**config.mk**
```make
export PLATFORM = sky130hd
export DESIGN_NAME = mem_arb_flat
export DESIGN_NICKNAME = d
export VERILOG_FILES = /design/src/rtl/mem_arb_pkg.sv /design/src/rtl/mem_arb_if.sv /design/src/rtl/mem_arb_prio.sv /design/src/rtl/mem_arb.sv /design/src/flat_wrapper.sv
export SDC_FILE = /design/constraint.sdc
export NUM_CORES = 1
export LEC_CHECK = 0
export CAP_MARGIN = 20
export CORE_ASPECT_RATIO = 1.2
export CORE_MARGIN = 10
export CORE_UTILIZATION = 32
export CTS_CLUSTER_SIZE = 30
export DETAILED_ROUTE_END_ITERATION = 7
export HOLD_SLACK_MARGIN = 0.03
export PLACE_DENSITY = 0.77
export SETUP_SLACK_MARGIN = 0.4
export SYNTH_ARGS = -nofsm -noshare
export SYNTH_HDL_FRONTEND = slang
export SYNTH_SLANG_ARGS = --single-unit
```
**constraint.sdc**
```tcl
create_clock -name clk -period 1.6 [get_ports clk]
set_input_delay 0.32 -clock clk [delete_from_list [all_inputs] [get_ports clk]]
set_output_delay 0.32 -clock clk [all_outputs]
set_load 0.01 [all_outputs]
```
**src/rtl/mem_arb_pkg.sv**
```systemverilog
// Shared types and sizes for the ifu/lsu SRAM arbiter.
// Starvation relief is enabled by defining MEM_ARB_STARVE_EN.
package mem_pkg;

    localparam int unsigned ADDR_W         = 14;
    localparam int unsigned DATA_W         = 32;
    localparam int unsigned BADDR_W        = 16;
    localparam int unsigned STARVE_MAX_DEF = 4;

    typedef enum logic [1:0] {
        OWN_NONE = 2'd0,
        OWN_IFU  = 2'd1,
        OWN_LSU  = 2'd2
    } rd_own_t;

endpackage

```
**src/rtl/mem_arb_if.sv**
```systemverilog
// Request, return and SRAM bus bundle for mem_arb.
// slave = arbiter side, master = requesters and SRAM macro side.
interface mem_arb_if;
    import mem_pkg::*;

    logic                ins_e;
    logic [BADDR_W-1:0]  ins_a;
    logic                ins_gnt;
    logic                ins_vld;
    logic [DATA_W-1:0]   ins;

    logic                dat_re;
    logic [3:0]          dat_we;
    logic [BADDR_W-1:0]  dat_a;
    logic [DATA_W-1:0]   dat_wd;
    logic                dat_gnt;
    logic                dat_vld;
    logic [DATA_W-1:0]   dat_rd;

    logic                sram_e;
    logic [3:0]          sram_we;
    logic [ADDR_W-1:0]   sram_a;
    logic [DATA_W-1:0]   sram_wd;
    logic [DATA_W-1:0]   sram_o;

    modport slave (
        input  ins_e, ins_a, dat_re, dat_we, dat_a, dat_wd, sram_o,
        output ins_gnt, ins_vld, ins, dat_gnt, dat_vld, dat_rd,
               sram_e, sram_we, sram_a, sram_wd
    );

    modport master (
        output ins_e, ins_a, dat_re, dat_we, dat_a, dat_wd, sram_o,
        input  ins_gnt, ins_vld, ins, dat_gnt, dat_vld, dat_rd,
               sram_e, sram_we, sram_a, sram_wd
    );

endinterface

```
**src/rtl/mem_arb_prio.sv**
```systemverilog
// Combinational grant decision (lsu over ifu) for mem_arb.
// With MEM_ARB_STARVE_EN, a denial counter forces an ifu grant at STARVE_MAX.
module mem_arb_prio
    import mem_pkg::*;
#(
    parameter int unsigned STARVE_MAX = STARVE_MAX_DEF
) (
    input  logic clk,
    input  logic rst,
    input  logic ins_req,
    input  logic dat_req,
    output logic ins_gnt,
    output logic dat_gnt
);

    logic force_ifu;

`ifdef MEM_ARB_STARVE_EN
    logic [3:0] starve_cnt;

    assign force_ifu = ins_req && (starve_cnt == 4'(STARVE_MAX));

    always_ff @(posedge clk) begin
        if (rst) begin
            starve_cnt <= '0;
        end else if (ins_gnt) begin
            starve_cnt <= '0;
        end else if (ins_req) begin
            starve_cnt <= starve_cnt + 4'd1;
        end
    end
`else
    logic starve_unused;

    assign force_ifu     = 1'b0;
    assign starve_unused = ^{clk, 4'(STARVE_MAX)};
`endif

    always_comb begin
        ins_gnt = 1'b0;
        dat_gnt = 1'b0;
        if (!rst) begin
            if (force_ifu) begin
                ins_gnt = 1'b1;
            end else if (dat_req) begin
                dat_gnt = 1'b1;
            end else if (ins_req) begin
                ins_gnt = 1'b1;
            end
        end
    end

endmodule

```
**src/rtl/mem_arb.sv**
```systemverilog
// Single-port SRAM arbiter between ifu reads and lsu reads/writes, 1-cycle read return.
// Optional starvation relief for ifu under MEM_ARB_STARVE_EN (see mem_arb_prio).
module mem_arb
    import mem_pkg::*;
#(
    parameter int unsigned STARVE_MAX = STARVE_MAX_DEF
) (
    input  logic       clk,
    input  logic       rst,
    mem_arb_if.slave   bus
);

    logic              ins_gnt;
    logic              dat_gnt;
    logic              dat_req;
    rd_own_t           rd_own;
    rd_own_t           rd_own_nxt;
    logic [DATA_W-1:0] ins_q;
    logic [DATA_W-1:0] dat_q;
    logic              addr_unused;

    assign dat_req     = bus.dat_re || (|bus.dat_we);
    assign addr_unused = ^{bus.ins_a[1:0], bus.dat_a[1:0]};

    mem_arb_prio #(
        .STARVE_MAX (STARVE_MAX)
    ) u_prio (
        .clk     (clk),
        .rst     (rst),
        .ins_req (bus.ins_e),
        .dat_req (dat_req),
        .ins_gnt (ins_gnt),
        .dat_gnt (dat_gnt)
    );

    assign bus.ins_gnt = ins_gnt;
    assign bus.dat_gnt = dat_gnt;

    always_comb begin
        bus.sram_e  = ins_gnt || dat_gnt;
        bus.sram_we = '0;
        bus.sram_a  = '0;
        bus.sram_wd = bus.dat_wd;
        if (dat_gnt) begin
            bus.sram_we = bus.dat_we;
            bus.sram_a  = bus.dat_a[15:2];
        end else if (ins_gnt) begin
            bus.sram_a  = bus.ins_a[15:2];
        end
    end

    // A combined read+write from lsu is treated as a write: no return owner.
    always_comb begin
        rd_own_nxt = OWN_NONE;
        if (dat_gnt) begin
            rd_own_nxt = (bus.dat_we == 4'b0000) ? OWN_LSU : OWN_NONE;
        end else if (ins_gnt) begin
            rd_own_nxt = OWN_IFU;
        end
    end

    always_ff @(posedge clk) begin
        if (rst) begin
            rd_own <= OWN_NONE;
            ins_q  <= '0;
            dat_q  <= '0;
        end else begin
            rd_own <= rd_own_nxt;
            if (rd_own == OWN_IFU) ins_q <= bus.sram_o;
            if (rd_own == OWN_LSU) dat_q <= bus.sram_o;
        end
    end

    // Return data is bypassed from sram_o during the pulse, then held in the register.
    assign bus.ins_vld = !rst && (rd_own == OWN_IFU);
    assign bus.dat_vld = !rst && (rd_own == OWN_LSU);
    assign bus.ins     = rst ? '0 : (bus.ins_vld ? bus.sram_o : ins_q);
    assign bus.dat_rd  = rst ? '0 : (bus.dat_vld ? bus.sram_o : dat_q);

endmodule

```
**src/flat_wrapper.sv**
```systemverilog
// flat-port wrapper written by rule: the top's interface ports become plain ports
module mem_arb_flat import mem_pkg::*;
#(
    parameter int unsigned STARVE_MAX = STARVE_MAX_DEF
)
  (clk, rst, bus_ins_e, bus_ins_a, bus_dat_re, bus_dat_we, bus_dat_a, bus_dat_wd, bus_sram_o, bus_ins_gnt, bus_ins_vld, bus_ins, bus_dat_gnt, bus_dat_vld, bus_dat_rd, bus_sram_e, bus_sram_we, bus_sram_a, bus_sram_wd);
  mem_arb_if bus_i ();
  input  logic clk;
  input  logic rst;
  input wire logic [$bits(bus_i.ins_e)-1:0] bus_ins_e;
  input wire logic [$bits(bus_i.ins_a)-1:0] bus_ins_a;
  input wire logic [$bits(bus_i.dat_re)-1:0] bus_dat_re;
  input wire logic [$bits(bus_i.dat_we)-1:0] bus_dat_we;
  input wire logic [$bits(bus_i.dat_a)-1:0] bus_dat_a;
  input wire logic [$bits(bus_i.dat_wd)-1:0] bus_dat_wd;
  input wire logic [$bits(bus_i.sram_o)-1:0] bus_sram_o;
  output wire logic [$bits(bus_i.ins_gnt)-1:0] bus_ins_gnt;
  output wire logic [$bits(bus_i.ins_vld)-1:0] bus_ins_vld;
  output wire logic [$bits(bus_i.ins)-1:0] bus_ins;
  output wire logic [$bits(bus_i.dat_gnt)-1:0] bus_dat_gnt;
  output wire logic [$bits(bus_i.dat_vld)-1:0] bus_dat_vld;
  output wire logic [$bits(bus_i.dat_rd)-1:0] bus_dat_rd;
  output wire logic [$bits(bus_i.sram_e)-1:0] bus_sram_e;
  output wire logic [$bits(bus_i.sram_we)-1:0] bus_sram_we;
  output wire logic [$bits(bus_i.sram_a)-1:0] bus_sram_a;
  output wire logic [$bits(bus_i.sram_wd)-1:0] bus_sram_wd;
  assign bus_i.ins_e = bus_ins_e;
  assign bus_i.ins_a = bus_ins_a;
  assign bus_i.dat_re = bus_dat_re;
  assign bus_i.dat_we = bus_dat_we;
  assign bus_i.dat_a = bus_dat_a;
  assign bus_i.dat_wd = bus_dat_wd;
  assign bus_i.sram_o = bus_sram_o;
  assign bus_ins_gnt = bus_i.ins_gnt;
  assign bus_ins_vld = bus_i.ins_vld;
  assign bus_ins = bus_i.ins;
  assign bus_dat_gnt = bus_i.dat_gnt;
  assign bus_dat_vld = bus_i.dat_vld;
  assign bus_dat_rd = bus_i.dat_rd;
  assign bus_sram_e = bus_i.sram_e;
  assign bus_sram_we = bus_i.sram_we;
  assign bus_sram_a = bus_i.sram_a;
  assign bus_sram_wd = bus_i.sram_wd;
  mem_arb #(.STARVE_MAX(STARVE_MAX)) u_core (.clk(clk), .rst(rst), .bus(bus_i));
endmodule
```
==> impl_summary.txt, run 1 <==
----------------------------------------------------
[Global routing]
  Via count of the first global-routing pass ... 4,554
  Antenna violations before repair ... 0
  First-pass GRT wire length ... 24,160 um
  Largest net degree at the start of global routing ... 29
  Remaining global-route overflow ... 0
  Overall Global Routing Usage ... 20.66%

[Worst hold path]
  Type of the most critical hold path ... in -> reg

[Placement]
  Detailed Place HPWL ... 10,610 um
  Count of buffers inserted at the top-level ports ... 154
  Placement Setup Slack ... -1.153 ns
  GPL Wtd Cong ... 0.7825
  Total placed instance area ... 6559 um2

[Logic synthesis]
  Main area contributors after synthesis ... sky130_fd_sc_hd__dfxtp_1 (41%), sky130_fd_sc_hd__a21oi_1 (20%), sky130_fd_sc_hd__nand2_1 (16%)
  Area fraction of the dominant cell type after synthesis ... 40.74%
  List of most frequent post-synthesis cells ... sky130_fd_sc_hd__nand2_1 (142), sky130_fd_sc_hd__a21oi_1 (128), sky130_fd_sc_hd__dfxtp_1 (66), sky130_fd_sc_hd__buf_4 (32), sky130_fd_sc_hd__clkbuf_1 (28)
  Distinct cells, synth ... 17
  Fraction of synthesis flops using an asynchronous set or reset pin ... 0%
  Yosys warnings ... 0
  Count of flip-flops with a built-in enable after synthesis ... 0
  Most frequent cell after synthesis ... sky130_fd_sc_hd__nand2_1
  Synthesized instance count ... 451
  Mean Syn Cell Area ... 7.191 um2
  Cell Area, Synth ... 3243 um2
  Cell type with the largest total area after synthesis ... sky130_fd_sc_hd__dfxtp_1
  Flop and latch count out of synthesis ... 66
  Predominant post-synthesis flop cell ... sky130_fd_sc_hd__dfxtp_1
  Share of the yosys chip area belonging to registers ... 40.74%
  Number of nets produced by synthesis ... 555

[CTS]
  Hold buffer count at cts ... 0
  Clock tree sinks ... 66
  Inserted Clock Buffers ... 9
  Clk_lat worst skew ... 0.34 ns
  Max Root-Sink Buffers ... 2
  Clock tree root driver cell ... sky130_fd_sc_hd__clkbuf_16
  H-tree Lvls ... 3
  TritonCTS clock tree ... done
  Clock transition at the registers of the reported paths ... 0.06 ns

[Power and ir drop]
  Total power ... 4.328 mW
  Peak ir drop on the vdd network ... 413.0 uV
  Static leakage ... 3.449 nW
  Power per cell area ... 490.2 nW/um2

[Critical path]
  Required time of the worst setup path ... 1.28 ns
  RR Startpoint ... u_core.rd_own[1]
  Arrival time at the worst endpoint ... 1.69 ns
  Critical Path End ... bus_dat_rd[7]
  Destination of the worst register-to-register timing path ... u_core.dat_q[3]
  Crit Path Class ... reg -> out
  Element type at the critical path end ... primary output
  Critical path startpoint category ... register
  First element of the critical path ... u_core.rd_own[1]
  Reg-to-reg slack, setup ... 0.09 ns
  Critical path peak fanout ... 6
  Worst r2r path cells ... 9

[STA]
  Relative slew margins ... 71.31%
  Slew at the pin closest to its max-slew limit ... 0.4290 ns
  F_max ... 0.4968 GHz
  RSZ-0062 raised after global routing ... yes
  Number of hold-slack violations in the final timing report ... 0
  Worst setup slack after layout ... -0.4130 ns
  Maximum clock skew at final layout ... 0.006552 ns
  Sum of negative setup slack ... -27.19 ns
  Post-route fraction of the period consumed by the critical path ... 125.8%
  Post-route minimum period ... 2.013 ns
  Number of pins exceeding their max-slew limit in the final report ... 0
  Setup violators final ... 83

[Status]
  Outcome ... complete, but fails checks
  Violated checks ... setup timing

[Finish]
  Area of the multi-input gates ... 3407 um2
  Footprint of the flip-flops and latches ... 1329 um2
  Share of layout cells above drive strength 1 ... 70.87%
  Nets@finish ... 813
  Post-route standard cell area excluding fillers ... 8830 um2
  Finished Core Util ... 88.66%
  # fillers ... 418
  Synthesis-to-layout area growth ... 172.3%
  Antenna Diode Count ... 0

[Floorplan]
  Width of the die ... 111.9 um
  Initial cell density of the core ... 32.56%
  Top-Level Pins ... 223
  Die outline area ... 14,580 um2
  Core Footprint ... 9960 um2
  Die height ... 130.3 um
  Number of placement rows ... 40

[Drt]
  Total routed wirelength ... 18,700 um
  WL/cell ... 22.26 um
  Via count ... 4,300
  Number of DRC markers in iteration 0 ... 148
  Post-route antenna net violation count ... 0
  Detailed-router iteration count before antenna repair ... 4
  Vias per inst ... 5.119
  Number of remaining DRC errors ... 0

[Job]
  Number of maximum-capacitance violations ... 0

----------------------------------------------------
worst min-delay path by stage:
| stage | from | endpoint | depth (start not counted) |
|---|---|---|---|
| floorplan | u_core.dat_q[22] | u_core.dat_q[22] | 2 |
| global placement | u_core.dat_q[22] | u_core.dat_q[22] | 2 |
| detailed placement | u_core.dat_q[22] | u_core.dat_q[22] | 2 |
| CTS | rst | u_core.dat_q[0] | 3 |
| global route | rst | u_core.ins_q[1] | 3 |
| finish | rst | u_core.dat_q[1] | 3 |
kinds of logic after synthesis:
family	synth area share (%)
simple gates	23.07
compound gates	19.75
mux	4.321
buf+inv	12.11
flops	40.74
through the flow:
step,hold slack [ns],cells
2_1_floorplan,0.4727,451
3_3_place_gp,0.4781,744
3_5_place_dp,0.4844,744
4_1_cts,0.3868,803
5_1_grt,0.3489,840
6_report,0.3435,840
final cells by class:
class | count | share of cell area (%)
repair buffers | 315 | 41.36
multi-input cells | 317 | 38.59
flip-flops and latches | 66 | 15.05
clock buffers | 14 | 3.103
well taps | 126 | 1.785
clock inverters | 2 | 0.1134
where the power goes:
| group | internal [mW] | leakage, nW | switching (mW) |
|---|---|---|---|
| Sequential | 1.65 | 0.533 | 0.00544 |
| Clock | 1.17 | 0.143 | 0.757 |
| Combinational | 0.356 | 2.77 | 0.386 |
| Total | 3.18 | 3.45 | 1.15 |
placed cells by master (no fill, tap or decap), types with 5 or more instances in the layout:
master / instances
sky130_fd_sc_hd__buf_6: 151
sky130_fd_sc_hd__a21oi_4: 67
sky130_fd_sc_hd__dfxtp_1: 64
sky130_fd_sc_hd__clkdlybuf4s50_1: 62
sky130_fd_sc_hd__nand2_4: 59
sky130_fd_sc_hd__a21oi_2: 54
sky130_fd_sc_hd__nand2_1: 50
sky130_fd_sc_hd__buf_4: 38
sky130_fd_sc_hd__buf_12: 35
sky130_fd_sc_hd__nand2_8: 20
sky130_fd_sc_hd__buf_2: 17
sky130_fd_sc_hd__nand2b_1: 14
sky130_fd_sc_hd__nand2_2: 13
sky130_fd_sc_hd__clkbuf_16: 12
sky130_fd_sc_hd__mux2i_2: 7
sky130_fd_sc_hd__mux2i_1: 7
sky130_fd_sc_hd__a21oi_1: 7
sky130_fd_sc_hd__buf_8: 5
flip-flops by register name, summed over array words and instances, names as in the netlist:
| name | cells |
|---|---|
| u_core.dat_q | 32 |
| u_core.ins_q | 32 |
| u_core.rd_own | 2 |
per-layer routing:
metal	up-vias	share of wire (%)	track usage, %
li1	1975	-	-
met1	2093	34	19.17
met2	175	56	39.64
met3	57	5.8	6.107
met4	0	4.8	11.43
met5	-	0	0
critical path: stages (launching register included):
cell and delay (ns):
sky130_fd_sc_hd__dfxtp_4 0.38, sky130_fd_sc_hd__nor2b_4 0.17, sky130_fd_sc_hd__buf_6 0.12, sky130_fd_sc_hd__buf_12 0.12, sky130_fd_sc_hd__buf_12 0.11, sky130_fd_sc_hd__buf_12 0.13, sky130_fd_sc_hd__nand2_4 0.07, sky130_fd_sc_hd__a21oi_4 0.14
sky130_fd_sc_hd__buf_6 0.11
repair_timing:
| action | CTS | global route |
|---|---|---|
| buffers inserted | 38 | 34 |
| pin swaps | 40 | 65 |
| setup endpoints to repair | 129 | 148 |
| resized for setup | 554 | 136 |
| cloned | 5 | 3 |
(Power assumes the default switching activity.)
==> run 2, diff against run 1 <==
--- a/config.mk
+++ b/config.mk
@@ -7,12 +7,12 @@
 export LEC_CHECK = 0
 export CAP_MARGIN = 20
 export CORE_ASPECT_RATIO = 1.2
-export CORE_MARGIN = 10
+export CORE_MARGIN = 1.5
 export CORE_UTILIZATION = 32
 export CTS_CLUSTER_SIZE = 30
 export DETAILED_ROUTE_END_ITERATION = 7
 export HOLD_SLACK_MARGIN = 0.03
-export PLACE_DENSITY = 0.77
+export PLACE_DENSITY = 0.78
 export SETUP_SLACK_MARGIN = 0.4
 export SYNTH_ARGS = -nofsm -noshare
 export SYNTH_HDL_FRONTEND = slang
==> run 2 against run 1 <==
The flow still finishes with violations (setup timing). First-iteration DRC count rose by 62%. Clock skew barely moved. Register-to-register slack got worse by 0.21 ns. Cell count rose by 2.1%.
==> impl_summary.txt, run 2 (synthesis results as in run 1) <==
----------------------------------------------------
[Critical path]
  Critical Path End ... bus_ins[2]
  Arrival time at the worst endpoint ... 1.80 ns
  CP most frequent cell ... sky130_fd_sc_hd__buf_6
  Number of buffer and inverter stages on the critical path ... 5
  Critical path startpoint category ... register
  Cell chain of the critical path ... nor2b_4 -> buf_6 -> buf_6 -> buf_12 -> buf_12 -> nand2_8 -> a21oi_4 -> buf_6
  Critical path's largest stage delay ... 0.38 ns
  First element of the critical path ... u_core.rd_own[0]
  Required time of the worst setup path ... 1.28 ns
  Destination of the worst register-to-register timing path ... u_core.ins_q[2]
  Element type at the critical path end ... primary output
  Cell class contributing the biggest share of worst-path delay ... buffers and inverters
  Critical path peak fanout ... 6
  Critical Path Stages ... 8
  RR Startpoint ... u_core.rd_own[0]
  Crit Path Class ... reg -> out
  Slowest cell on the critical path ... sky130_fd_sc_hd__dfxtp_4
  Worst r2r path cells ... 10
  Reg-to-reg slack, setup ... -0.12 ns

[Power and ir drop]
  Static leakage ... 3.710 nW
  Peak ir drop on the vdd network ... 606.6 uV
  Power per cell area ... 481.4 nW/um2

[CTS]
  Max Root-Sink Buffers ... 2
  TritonCTS clock tree ... done
  Hold buffer count at cts ... 0
  Clock tree root driver cell ... sky130_fd_sc_hd__clkbuf_16
  H-tree Lvls ... 3
  Clk_lat worst skew ... 0.34 ns
  Clock transition at the registers of the reported paths ... 0.06 ns
  Clock tree sinks ... 66
  Inserted Clock Buffers ... 9

[Drt]
  Vias per inst ... 5.537
  WL/cell ... 25.64 um
  Via count ... 4,751
  Number of remaining DRC errors ... 0
  Total routed wirelength ... 22,000 um
  Number of DRC markers in iteration 0 ... 240
  Detailed-router iteration count before antenna repair ... 4
  Post-route antenna net violation count ... 0

[STA]
  Slew at the pin closest to its max-slew limit ... 0.4392 ns
  Setup violators final ... 85
  Post-route minimum period ... 2.123 ns
  RSZ-0062 raised after global routing ... yes
  Number of pins exceeding their max-slew limit in the final report ... 0
  Worst setup slack after layout ... -0.5230 ns
  Final Hold Slack ... 0.4937 ns
  Maximum clock skew at final layout ... 0.006717 ns
  F_max ... 0.4710 GHz
  Relative slew margins ... 70.63%
  Post-route fraction of the period consumed by the critical path ... 132.7%
  Number of hold-slack violations in the final timing report ... 0

[Placement]
  Placement Setup Slack ... -1.161 ns
  Detailed Place HPWL ... 9402 um
  Post-Place Cells ... 729
  Count of buffers inserted at the top-level ports ... 154
  GPL Wtd Cong ... 0.8002

[Finish]
  Share of layout cells above drive strength 1 ... 74.59%
  Post-route insts no fill ... 858
  Most frequent standard cell in the layout excluding fill and tap cells ... sky130_fd_sc_hd__buf_6
  Antenna Diode Count ... 0
  Nets@finish ... 832
  Biggest registers after layout ... u_core.dat_q: 32 flops, u_core.ins_q: 32 flops, u_core.rd_own: 2 flops
  Synthesis-to-layout area growth ... 190.4%
  Commonest non-fill, non-tap cells in the layout ... sky130_fd_sc_hd__buf_6 (165), sky130_fd_sc_hd__a21oi_4 (66), sky130_fd_sc_hd__nand2_4 (65), sky130_fd_sc_hd__dfxtp_1 (64), sky130_fd_sc_hd__clkdlybuf4s50_1 (62)

[Floorplan]
  Die height ... 113.3 um
  Initial cell density of the core ... 32.56%
  Width of the die ... 94.90 um
  Core Footprint ... 9960 um2
  Die outline area ... 10,750 um2
  Number of placement rows ... 40
  Top-Level Pins ... 223

[Global routing]
  Remaining global-route overflow ... 0
  Overall Global Routing Usage ... 31.43%
  Largest net degree at the start of global routing ... 32
  Antenna violations before repair ... 0
  Via count of the first global-routing pass ... 4,701
  First-pass GRT wire length ... 25,070 um

[Status]
  Outcome ... complete, but fails checks
  Violated checks ... setup timing

[Job]
  Number of maximum-capacitance violations ... 0

[Worst hold path]
  Type of the most critical hold path ... reg -> reg

----------------------------------------------------
-- run 2: cell count changes in the layout (fill, tap and decap cells not counted), sizes merged --
cell	before	now
buf	250	270
clkbuf	17	13
bufbuf	0	1
bufinv	0	1
-- run 2: cell type report --
cell class	count	area, um2
fillers	247	543.0
clock inverters	3	40.04
multi-input cells	317	3596
repair buffers	334	4048
clock buffers	12	246.5
well taps	126	157.7
flip-flops and latches	66	1329
-- run 2: how the worst min path moves through the flow --
| stage | start | end | slack [ns] | depth (start not counted) |
|---|---|---|---|---|
| CTS | rst | u_core.ins_q[3] | 0.46 | 4 |
| global route | u_core.ins_q[17] | u_core.ins_q[17] | 0.52 | 2 |
| floorplan | u_core.dat_q[22] | u_core.dat_q[22] | 0.47 | 2 |
| global placement | u_core.dat_q[22] | u_core.dat_q[22] | 0.48 | 2 |
| detailed placement | u_core.dat_q[22] | u_core.dat_q[22] | 0.48 | 2 |
| finish | u_core.ins_q[17] | u_core.ins_q[17] | 0.49 | 2 |
-- run 2: metrics by stage --
step | setup TNS [ns] | total power [mW] | util [%] | cell area, um2
CTS | -27.76 | 4.353 | 83.19 | 8285
finish | -34.07 | 4.533 | 94.55 | 9417
global placement | -44.88 | 2.320 | 65.10 | 6484
detailed placement | -46.50 | 2.330 | 65.10 | 6484
floorplan | -2.404 | 2.050 | - | 4816
global route | -36.99 | 4.636 | 94.55 | 9417
-- run 2: where the power goes --
| part | switching, mW | internal, mW | total (mW) |
|---|---|---|---|
| registers | 0.00816 | 1.65 | 1.66 |
| logic | 0.421 | 0.412 | 0.833 |
| clock network | 0.804 | 1.24 | 2.04 |
-- run 2: tightest hold or removal path, stage by stage, from the launching register on --
cell,delay (ns)
sky130_fd_sc_hd__dfxtp_1,0.32
sky130_fd_sc_hd__nand2_4,0.08
sky130_fd_sc_hd__a21oi_2,0.05
-- run 2: metal layers --
| layer | routed length [um] | up-vias | global-route usage (%) |
|---|---|---|---|
| li1 | - | 2025 | - |
| met1 | 7283 | 2291 | 30.68 |
| met2 | 11710 | 324 | 58.33 |
| met3 | 1562 | 111 | 8.602 |
| met4 | 1443 | 0 | 17.01 |
| met5 | 0 | - | 0.9804 |
-- run 2: what timing repair did --
action | in CTS | in global routing
setup endpoints to repair | 137 | 151
gates resized for setup | 593 | 160
pin swaps | 46 | 67
buffers inserted | 66 | 36
endpoints found under the hold margin | 0 | 0
cloned | 12 | 0
==> run 3, diff against run 2 <==
--- a/config.mk
+++ b/config.mk
@@ -14,6 +14,7 @@
 export HOLD_SLACK_MARGIN = 0.03
 export PLACE_DENSITY = 0.78
 export SETUP_SLACK_MARGIN = 0.4
+export SLEW_MARGIN = 20
 export SYNTH_ARGS = -nofsm -noshare
 export SYNTH_HDL_FRONTEND = slang
 export SYNTH_SLANG_ARGS = --single-unit
==> results of run 3 <==
No change in the layout: final DEF, timing and power equal those of run 2.
